[src/rtl/perceptron_trainer_pkg.sv]
// perceptron_trainer_pkg: shared types and saturating arithmetic for the perceptron trainer
package perceptron_trainer_pkg;
  typedef enum logic [1:0] {Linear, ReLU, Sigmoid, Step} Act_Func;
  typedef enum logic [2:0] {TR_IDLE, TR_ACCEPT, TR_WAIT, TR_UPDATE, TR_DONE} tr_state_e;
  function automatic int sat_add(int a, int d, int width);
    int hi, lo, s;
    hi = (1 << (width - 1)) - 1;
    lo = -(1 << (width - 1));
    s = a + d;
    return s > hi ? hi : s < lo ? lo : s;
  endfunction
endpackage

[src/rtl/perceptron_trainer_if.sv]
// perceptron_trainer_if: labelled-sample valid/ready stream into the trainer
interface perceptron_trainer_if #(parameter int SIZE = 2);
  logic s_valid;
  logic s_ready;
  logic [SIZE-1:0] s_values;
  logic s_target;
  logic s_last;
  modport master(output s_valid, s_values, s_target, s_last, input s_ready);
  modport slave(input s_valid, s_values, s_target, s_last, output s_ready);
endinterface

[src/rtl/perceptron_trainer_weight_lane.sv]
// weight_lane: one signed saturating weight register updated by the perceptron rule
module weight_lane
  import perceptron_trainer_pkg::*;
#(
  parameter int WIDTH = 8,
  parameter int LR_SHIFT = 0
) (
  input  logic clk,
  input  logic rst_n,
  input  logic clr,
  input  logic en,
  input  logic signed [1:0] err,
  output logic signed [WIDTH-1:0] w
);
  always_ff @(posedge clk or negedge rst_n)
    if (!rst_n) w <= '0;
    else if (clr) w <= '0;
    else if (en && err != 2'sd0) w <= WIDTH'(sat_add(int'(w), int'(err) <<< LR_SHIFT, WIDTH));
endmodule

[src/rtl/perceptron_trainer.sv]
// perceptron_trainer: epoch-based online perceptron-rule trainer driving a Perceptron instance
module perceptron_trainer
  import perceptron_trainer_pkg::*;
#(
  parameter int SIZE = 2,
  parameter int WIDTH = 8,
  parameter int LR_SHIFT = 0,
  parameter int PRED_LAT = 1,
  parameter int MAX_EPOCHS = 16,
  parameter Act_Func ACT = ReLU,
  localparam int EW = $clog2(MAX_EPOCHS + 1)
) (
  input  logic clk,
  input  logic rst_n,
  input  logic start,
  perceptron_trainer_if.slave s,
  output logic [(SIZE+1)*WIDTH-1:0] p_weights,
  output logic [SIZE:0] p_values,
  output logic p_bias,
  output Act_Func p_activation,
  input  logic p_prediction,
  output logic busy,
  output logic done,
  output logic converged,
  output logic [EW-1:0] epoch_cnt,
  output logic [15:0] err_cnt
);
  localparam int CW = PRED_LAT > 1 ? $clog2(PRED_LAT) : 1;
  tr_state_e state, nxt;
  logic t_q, last_q, go, hs, upd, zero_ep, lim;
  logic [CW-1:0] wcnt;
  logic signed [1:0] err;
  always_comb begin
    go = start && (state == TR_IDLE || state == TR_DONE);
    hs = s.s_valid && state == TR_ACCEPT;
    upd = state == TR_UPDATE;
    err = $signed({1'b0, t_q}) - $signed({1'b0, p_prediction});
    zero_ep = err_cnt == 16'd0 && err == 2'sd0;
    lim = epoch_cnt == EW'(MAX_EPOCHS - 1);
    nxt = state;
    case (state)
      TR_IDLE, TR_DONE: nxt = go ? TR_ACCEPT : state;
      TR_ACCEPT: nxt = hs ? TR_WAIT : state;
      TR_WAIT: nxt = wcnt == CW'(PRED_LAT - 1) ? TR_UPDATE : state;
      TR_UPDATE: nxt = last_q && (zero_ep || lim) ? TR_DONE : TR_ACCEPT;
      default: nxt = TR_IDLE;
    endcase
  end
  assign s.s_ready = state == TR_ACCEPT;
  assign busy = state != TR_IDLE && state != TR_DONE;
  assign done = state == TR_DONE;
  assign p_bias = 1'b1;
  assign p_activation = ACT;
  always_ff @(posedge clk or negedge rst_n)
    if (!rst_n) begin
      state <= TR_IDLE;
      p_values <= '0;
      t_q <= 1'b0;
      last_q <= 1'b0;
      wcnt <= '0;
      epoch_cnt <= '0;
      err_cnt <= '0;
      converged <= 1'b0;
    end else begin
      state <= nxt;
      if (go) begin
        epoch_cnt <= '0;
        err_cnt <= '0;
        converged <= 1'b0;
      end
      if (hs) begin
        p_values <= {1'b1, s.s_values};
        t_q <= s.s_target;
        last_q <= s.s_last;
        wcnt <= '0;
      end
      if (state == TR_WAIT) wcnt <= wcnt + 1'b1;
      if (upd) begin
        if (last_q) epoch_cnt <= epoch_cnt + 1'b1;
        if (last_q && zero_ep) converged <= 1'b1;
        // a failed, non-final epoch restarts the error tally; the final one keeps it
        err_cnt <= last_q && !zero_ep && !lim ? 16'd0 :
                   err != 2'sd0 && err_cnt != 16'hFFFF ? err_cnt + 16'd1 : err_cnt;
      end
    end
  for (genvar i = 0; i <= SIZE; i++) begin : g_lane
    weight_lane #(.WIDTH(WIDTH), .LR_SHIFT(LR_SHIFT)) u_lane (
      .clk(clk),
      .rst_n(rst_n),
      .clr(go),
      .en(upd && p_values[i]),
      .err(err),
      .w(p_weights[i*WIDTH +: WIDTH])
    );
  end
endmodule

[src/flat_wrapper.sv]
// flat-port wrapper written by rule: the top's interface ports become plain ports
module perceptron_trainer_flat import perceptron_trainer_pkg::*;
#(
  parameter int SIZE = 2,
  parameter int WIDTH = 8,
  parameter int LR_SHIFT = 0,
  parameter int PRED_LAT = 1,
  parameter int MAX_EPOCHS = 16,
  parameter Act_Func ACT = ReLU,
  localparam int EW = $clog2(MAX_EPOCHS + 1)
)
  (clk, rst_n, start, p_weights, p_values, p_bias, p_activation, p_prediction, busy, done, converged, epoch_cnt, err_cnt, s_s_valid, s_s_values, s_s_target, s_s_last, s_s_ready);
  perceptron_trainer_if #(.SIZE(SIZE)) s_i ();
  input  logic clk;
  input  logic rst_n;
  input  logic start;
  output logic [(SIZE+1)*WIDTH-1:0] p_weights;
  output logic [SIZE:0] p_values;
  output logic p_bias;
  output Act_Func p_activation;
  input  logic p_prediction;
  output logic busy;
  output logic done;
  output logic converged;
  output logic [EW-1:0] epoch_cnt;
  output logic [15:0] err_cnt;
  input wire logic [$bits(s_i.s_valid)-1:0] s_s_valid;
  input wire logic [$bits(s_i.s_values)-1:0] s_s_values;
  input wire logic [$bits(s_i.s_target)-1:0] s_s_target;
  input wire logic [$bits(s_i.s_last)-1:0] s_s_last;
  output wire logic [$bits(s_i.s_ready)-1:0] s_s_ready;
  assign s_i.s_valid = s_s_valid;
  assign s_i.s_values = s_s_values;
  assign s_i.s_target = s_s_target;
  assign s_i.s_last = s_s_last;
  assign s_s_ready = s_i.s_ready;
  perceptron_trainer #(.SIZE(SIZE), .WIDTH(WIDTH), .LR_SHIFT(LR_SHIFT), .PRED_LAT(PRED_LAT), .MAX_EPOCHS(MAX_EPOCHS), .ACT(ACT)) u_core (.clk(clk), .rst_n(rst_n), .start(start), .s(s_i), .p_weights(p_weights), .p_values(p_values), .p_bias(p_bias), .p_activation(p_activation), .p_prediction(p_prediction), .busy(busy), .done(done), .converged(converged), .epoch_cnt(epoch_cnt), .err_cnt(err_cnt));
endmodule
[config.mk]
export PLATFORM = sky130hd
export DESIGN_NAME = perceptron_trainer_flat
export DESIGN_NICKNAME = d
export VERILOG_FILES = /design/src/rtl/perceptron_trainer_pkg.sv /design/src/rtl/perceptron_trainer_if.sv /design/src/rtl/perceptron_trainer_weight_lane.sv /design/src/rtl/perceptron_trainer.sv /design/src/flat_wrapper.sv
export SDC_FILE = /design/constraint.sdc
export NUM_CORES = 1
export LEC_CHECK = 0
export BUFFER_PORTS_ARGS = -buffer_cell sky130_fd_sc_hd__buf_2
export CAP_MARGIN = 20
export CORE_MARGIN = 8
export CORE_UTILIZATION = 61
export DETAILED_ROUTE_END_ITERATION = 8
export GPL_TIMING_DRIVEN = 0
export PLACE_DENSITY = 0.85
export SYNTH_ARGS = -nofsm -noshare
export SYNTH_HDL_FRONTEND = slang
export SYNTH_SLANG_ARGS = --single-unit
[constraint.sdc]
create_clock -name clk -period 6.4 [get_ports clk]
set_input_delay 0.64 -clock clk [delete_from_list [all_inputs] [get_ports clk]]
set_output_delay 0.64 -clock clk [all_outputs]
set_load 0.01 [all_outputs]
* Word level (Yosys, flattened, before mapping)
Index checks and enable logic that the tools add are counted.
Word-level totals: logic and storage cells 96, output and inout port bits 55, input port bits 9, register bits after elaboration 55
Cells by class: reduce and logical (&&, ||, !) cells 32, mux-type cells 29, magnitude comparators 6, add/sub/neg operators 7, eq/ne operators 11
Operators with widths (number):
- 2-to-1 mux 8 bit | 12
- 2-to-1 mux 16 bit | 4
- adder 8 x 2 -> 9 bit | 3
- > comparator 9 x 8 -> 1 bit, second input constant | 3
- < comparator 9 x 8 -> 1 bit, second input constant | 3
- adder 16 x 1 -> 16 bit, second input constant | 1
- logical NOT 16 bit | 1
- != test 16 bit, second input constant | 1
- logical AND 1 bit | 15
- 2-to-1 mux 5 bit | 3
- 2-to-1 mux 3 bit | 4
- case mux 3 bit (4 select lines) | 1
- nonzero test 2 bit | 6
- equality test 3 x 2 -> 1 bit, second input constant | 2
- != test 3 bit, second input constant | 2
- adder 5 x 1 -> 5 bit, second input constant | 1
- equality test 5 x 4 -> 1 bit, second input constant | 1
- 2-to-1 mux 1 bit | 5
- != test 2 bit, second input constant | 2
- equality test 3 x 1 -> 1 bit, second input constant | 1
- equality test 3 bit, second input constant | 1
- logical NOT 3 bit | 1
- AND reduction 3 bit | 1
- nonzero test 3 bit | 1
- other kinds (8) | 10

* Depth between registers and ports, before layout
word-level depth 8, mapped depth 17, mapped depth without buffers 11

* Cells and area by module
Synthesis repeated with hierarchy kept, for this count alone.
Second synthesis, totals: cell total of the unflattened synthesis 451, area, all modules 4167.7 sq um
By module, submodules not included:
- perceptron_trainer | times used 1, area each 1836.8 sq um, sequential area each 775.7 sq um, cells an instance 202
- weight_lane (u_core.g_lane[1].u_lane ...) | times used 2, area each 785.8 sq um, sequential area each 200.2 sq um, cells an instance 83
- weight_lane (u_core.g_lane[0].u_lane) | times used 1, area each 759.5 sq um, sequential area each 200.2 sq um, cells an instance 83

* Least setup slack after synthesis
OpenSTA, ideal clock, no wires.
kind input port to flip-flop, start point input p_prediction, end point register u_core.g_lane[0].u_lane.w[3], required time 6276 ps, library setup time 124 ps, arrival 3371 ps, path slack 2905 ps, cell stages on the path 16, buffers on the path 7, cell sequence ha_1 > buf_4 > buf_4 > buf_4 > buf_4 > buf_2 > xor2_1 > ha_1 > nand4bb_1 > and4_1 > buf_2 > o2111a_1 > a211oi_2 > buf_4 > a21o_1 > a211o_1
On the way: cells in the longest elaborated chain, start to end 7, elaborated cells on any way between the ends 11, those cells by class 2 x add/sub; 2 x order compare; 4 x mux; 3 x reduce/logical
RTL lines:
- start: declaration | line flat_wrapper.sv:21 | input logic p_prediction;
- subtractor 1 x 1 -> 2 bit * | line perceptron_trainer.sv:37 | err = $signed({1'b0, t_q}) - $signed({1'b0, p_prediction});
- adder 8 x 2 -> 9 bit | line perceptron_trainer_pkg.sv:9 | s = a + d;
- < comparator 9 x 8 -> 1 bit | line perceptron_trainer_pkg.sv:10 | return s > hi ? hi : s < lo ? lo : s;
- 2-to-1 mux 8 bit (2 in a row) | line perceptron_trainer_pkg.sv:10
- 2-to-1 mux 8 bit | line perceptron_trainer_weight_lane.sv:18 | else if (en && err != 2'sd0) w <= WIDTH'(sat_add(int'(w), int'(err) <<< LR_SHIFT, WIDTH));
- 2-to-1 mux 8 bit | line perceptron_trainer_weight_lane.sv:17 | else if (clr) w <= '0;
- end signal: assignment | line perceptron_trainer_weight_lane.sv:18
- end: declaration | line perceptron_trainer_weight_lane.sv:13 | output logic signed [WIDTH-1:0] w
Every way passes the cells marked *; elsewhere a longest branch is shown, timed or not. The select of a mux whose other input is x is not followed. A chain may end at the register's enable or synchronous reset.

* Final worst setup path
start point register u_core.t_q, end point register u_core.g_lane[0].u_lane.w[4]
On the way: cells in the longest elaborated chain, start to end 7, elaborated cells on any way between the ends 11, those cells by class 2 x add/sub; 2 x order compare; 4 x mux; 3 x reduce/logical
RTL lines:
- start: declaration | line perceptron_trainer.sv:30 | logic t_q, last_q, go, hs, upd, zero_ep, lim;
- start signal: assignment | line perceptron_trainer.sv:73 | t_q <= s.s_target;
- subtractor 1 x 1 -> 2 bit * | line perceptron_trainer.sv:37
- adder 8 x 2 -> 9 bit | line perceptron_trainer_pkg.sv:9
- < comparator 9 x 8 -> 1 bit | line perceptron_trainer_pkg.sv:10
- 2-to-1 mux 8 bit (2 in a row) | line perceptron_trainer_pkg.sv:10
- 2-to-1 mux 8 bit | line perceptron_trainer_weight_lane.sv:18
- 2-to-1 mux 8 bit | line perceptron_trainer_weight_lane.sv:17
Marks and branches as above.

==> results.json <==
{
  "status": "finished, final reports clean",
  "min_period_ns": 3.95,
  "avgSynthCellArea_um2": 8.71,
  "synth.area.top_cells": "dfrtp_1, o21ai_0, ha_1",
  "drive_above_1_share_pct": 21.5,
  "post_cts_buffers": 0,
  "cp_slowest_cell": "dfrtp_1",
  "rows": 30,
  "crit_cells": 17,
  "final_max_slew_viol_count": 0,
  "busiest_layer": "met2",
  "clock_path_buffers": 2,
  "end_kind": "flip-flop",
  "cts_resized": 0,
  "detail-route-antenna-nets": 0,
  "ys_ff_latch": 55,
  "holdBufCountCts": 0,
  "crit_path_max_fanout": 10,
  "initial_core_util_pct": 62.6,
  "drtIter0Drc": 285,
  "via_per_inst": 6.47,
  "design.core.area_um2": 6720,
  "portBuffers": 60,
  "cp_slowest_stage_delay_ns": 0.37,
  "dp_hpwl_um": 8270,
  "p_leak_nw": 2.16,
  "die_area_um2": 9810,
  "cts-buffers-inserted": 5,
  "period_share_pct": 61.7,
  "nFillCells": 533,
  "synth_cells": 483,
  "pin_count": 64,
  "drtPass1Iterations": 5,
  "synthDistinctLibCells": 82,
  "gp_congestion": 0.934,
  "grtUsageMet1_pct": 29.3,
  "synth_edf_count": 0,
  "crit_chain": "inv_1, ha_1, buf_4, buf_4, buf_4, buf_4, buf_2, xor2_1, ha_1, nand4bb_1, and4_1, buf_2, o2111a_1, a211oi_2, buf_4, nor3b_2, a211o_1",
  "slew_headroom_pct": 39.3,
  "grt_pass1_wl_um": 18900,
  "num_vias": 4093,
  "insertion_delay_ns": 0.32,
  "powerDensity_nw_per_um2": 397,
  "crit_buf_inv": 8,
  "seq_area_um2": 1380,
  "hold_viol": 0,
  "rsz0062_at_grt": "no",
  "reg2reg_depth": 17,
  "path_common_cell": "buf_4",
  "grt_use_total_pct": 23.0,
  "syn_to_final_growth_pct": 12.2,
  "cp_top_family": "buffers and inverters",
  "drt-total-wl_um": 11200,
  "whs_ns": 0.298,
  "total_power_mw": 1.87,
  "yosys_warnings": 0,
  "startpoint_type": "flip-flop",
  "final_cell_mix": "buf_2, dfrtp_1, nand2_1, o21ai_0, nor2_1",
  "grt_max_degree": 34,
  "final_common_cell": "buf_2",
  "synthFlopType": "dfrtp_1",
  "met3_usage_pct": 4.16,
  "cts_tree": "done",
  "nNetsFinal": 576,
  "drv_cap": 0,
  "netlist_area_um2": 4210,
  "critical_path_required_ns": 6.66,
  "multi_input_area_um2": 2560,
  "fmax_ghz": 0.253,
  "yosysTopAreaCellShare_pct": 32.7,
  "met2_usage_pct": 38.1,
  "cts.clk_slew.worst_paths_ns": 0.10,
  "ir_drop_mv": 0.201,
  "min_path_type": "in2async",
  "grt_remaining_overflow": 0,
  "max_slew.worst_pin.slew_ns": 0.904,
  "die_width_um": 99.0,
  "ys_async_sr_fraction_pct": 100,
  "r2r_slack_ns": 2.45,
  "setup_violations": 0,
  "antenna_found_initial": 0,
  "wl_per_cell_um": 17.8,
  "seq_area_frac_synth_pct": 32.7,
  "diodes": 0,
  "die_h_um": 99.0,
  "skew_ns": 0.0137,
  "fin_setup_tns_ns": 0,
  "yosysTopAreaCell": "dfrtp_1",
  "clock_tree.root_cell": "clkbuf_8",
  "drcViolationCount": 0,
  "critPathArrivalTime_ns": 4.21,
  "grt_pass1_vias": 3960,
  "h-tree-depth": 2,
  "critical_path_class": "reg2reg",
  "clock-sinks": 55
}
==> cells in the mapped netlist, drive strengths merged, types with 6 or more instances <==
cell type / count
nand3: 23
inv: 18
o211ai: 7
nand4bb: 6
nand4: 7
nor2b: 8
nor2: 36
buf: 28
nor3b: 8
ha: 15
nand2: 41
dfrtp: 55
o21ai: 41
xor2: 11
clkbuf: 9
a21oi: 34
nor3: 7
xnor2: 13
nand4b: 7
==> routing by layer <==
layer	vias up	wire length, um	part of all wire (%)
met2	198	5490	49
met3	24	821	7.3
met1	1951	4730	42
li1	1920	-	-
met4	0	209	1.9
met5	-	0	0
==> where the power goes <==
part	internal [mW]	switching (mW)	total, mW
Clock	0.0776	0.124	0.201
Sequential	0.433	0.0774	0.511
Combinational	0.448	0.713	1.16
Total	0.959	0.914	1.87
==> kinds of logic (layout without fill, tap and decap cells) <==
group / count (synthesis) / count (layout) / synth area share (%)
compound gates: 146 / 146 / 24.9
simple gates: 181 / 181 / 25.0
fa+ha+maj: 15 / 15 / 4.46
buf+inv: 55 / 124 / 6.48
flops: 55 / 55 / 32.7
xor+xnor: 24 / 24 / 5.00
other cells: 2 / 3 / 0.179
mux: 5 / 5 / 1.34
==> path summary, 6_finish.rpt <==
check / start / end
max: u_core.t_q / u_core.g_lane[0].u_lane.w[4]
min: rst_n / u_core.g_lane[0].u_lane.w[6]
max reg2reg: u_core.t_q / u_core.g_lane[0].u_lane.w[4]
min reg2reg: u_core.wcnt / u_core.wcnt
max in group asynchronous: rst_n / u_core.t_q
min in group clk: u_core.wcnt / u_core.wcnt
==> state kept, by name, summed over array words and instances, names as in the netlist <==
signal	cells
u_core.state	3
u_core.converged	1
u_core.p_values	3
u_core.err_cnt	16
u_core.epoch_cnt	5
u_core.wcnt	1
u_core.last_q	1
u_core.t_q	1
u_core.g_lane.u_lane.w	24
==> stage by stage <==
step | std cells | worst slack (ns) | util (%) | cell area (um^2)
after floorplan | 484 | 2.91 | - | 4210
final | 633 | 2.45 | 70.2 | 4720
after global routing | 633 | 2.22 | 70.2 | 4720
after CTS | 633 | 2.47 | 70.2 | 4720
after global placement | 624 | 2.30 | 68.6 | 4610
after detailed placement | 625 | 2.18 | 68.9 | 4630
==> final cells by class <==
type                    instances  share of cell area [%]
multi-input cells             374                    54.3
well taps                      80                    2.12
flip-flops and latches         55                    29.2
repair buffers                 61                    6.79
clock buffers                   5                    1.46
clock inverters                 3                   0.398
inverters                      18                    1.43
plain buffers                  37                    4.35
(Power assumes the default switching activity.)
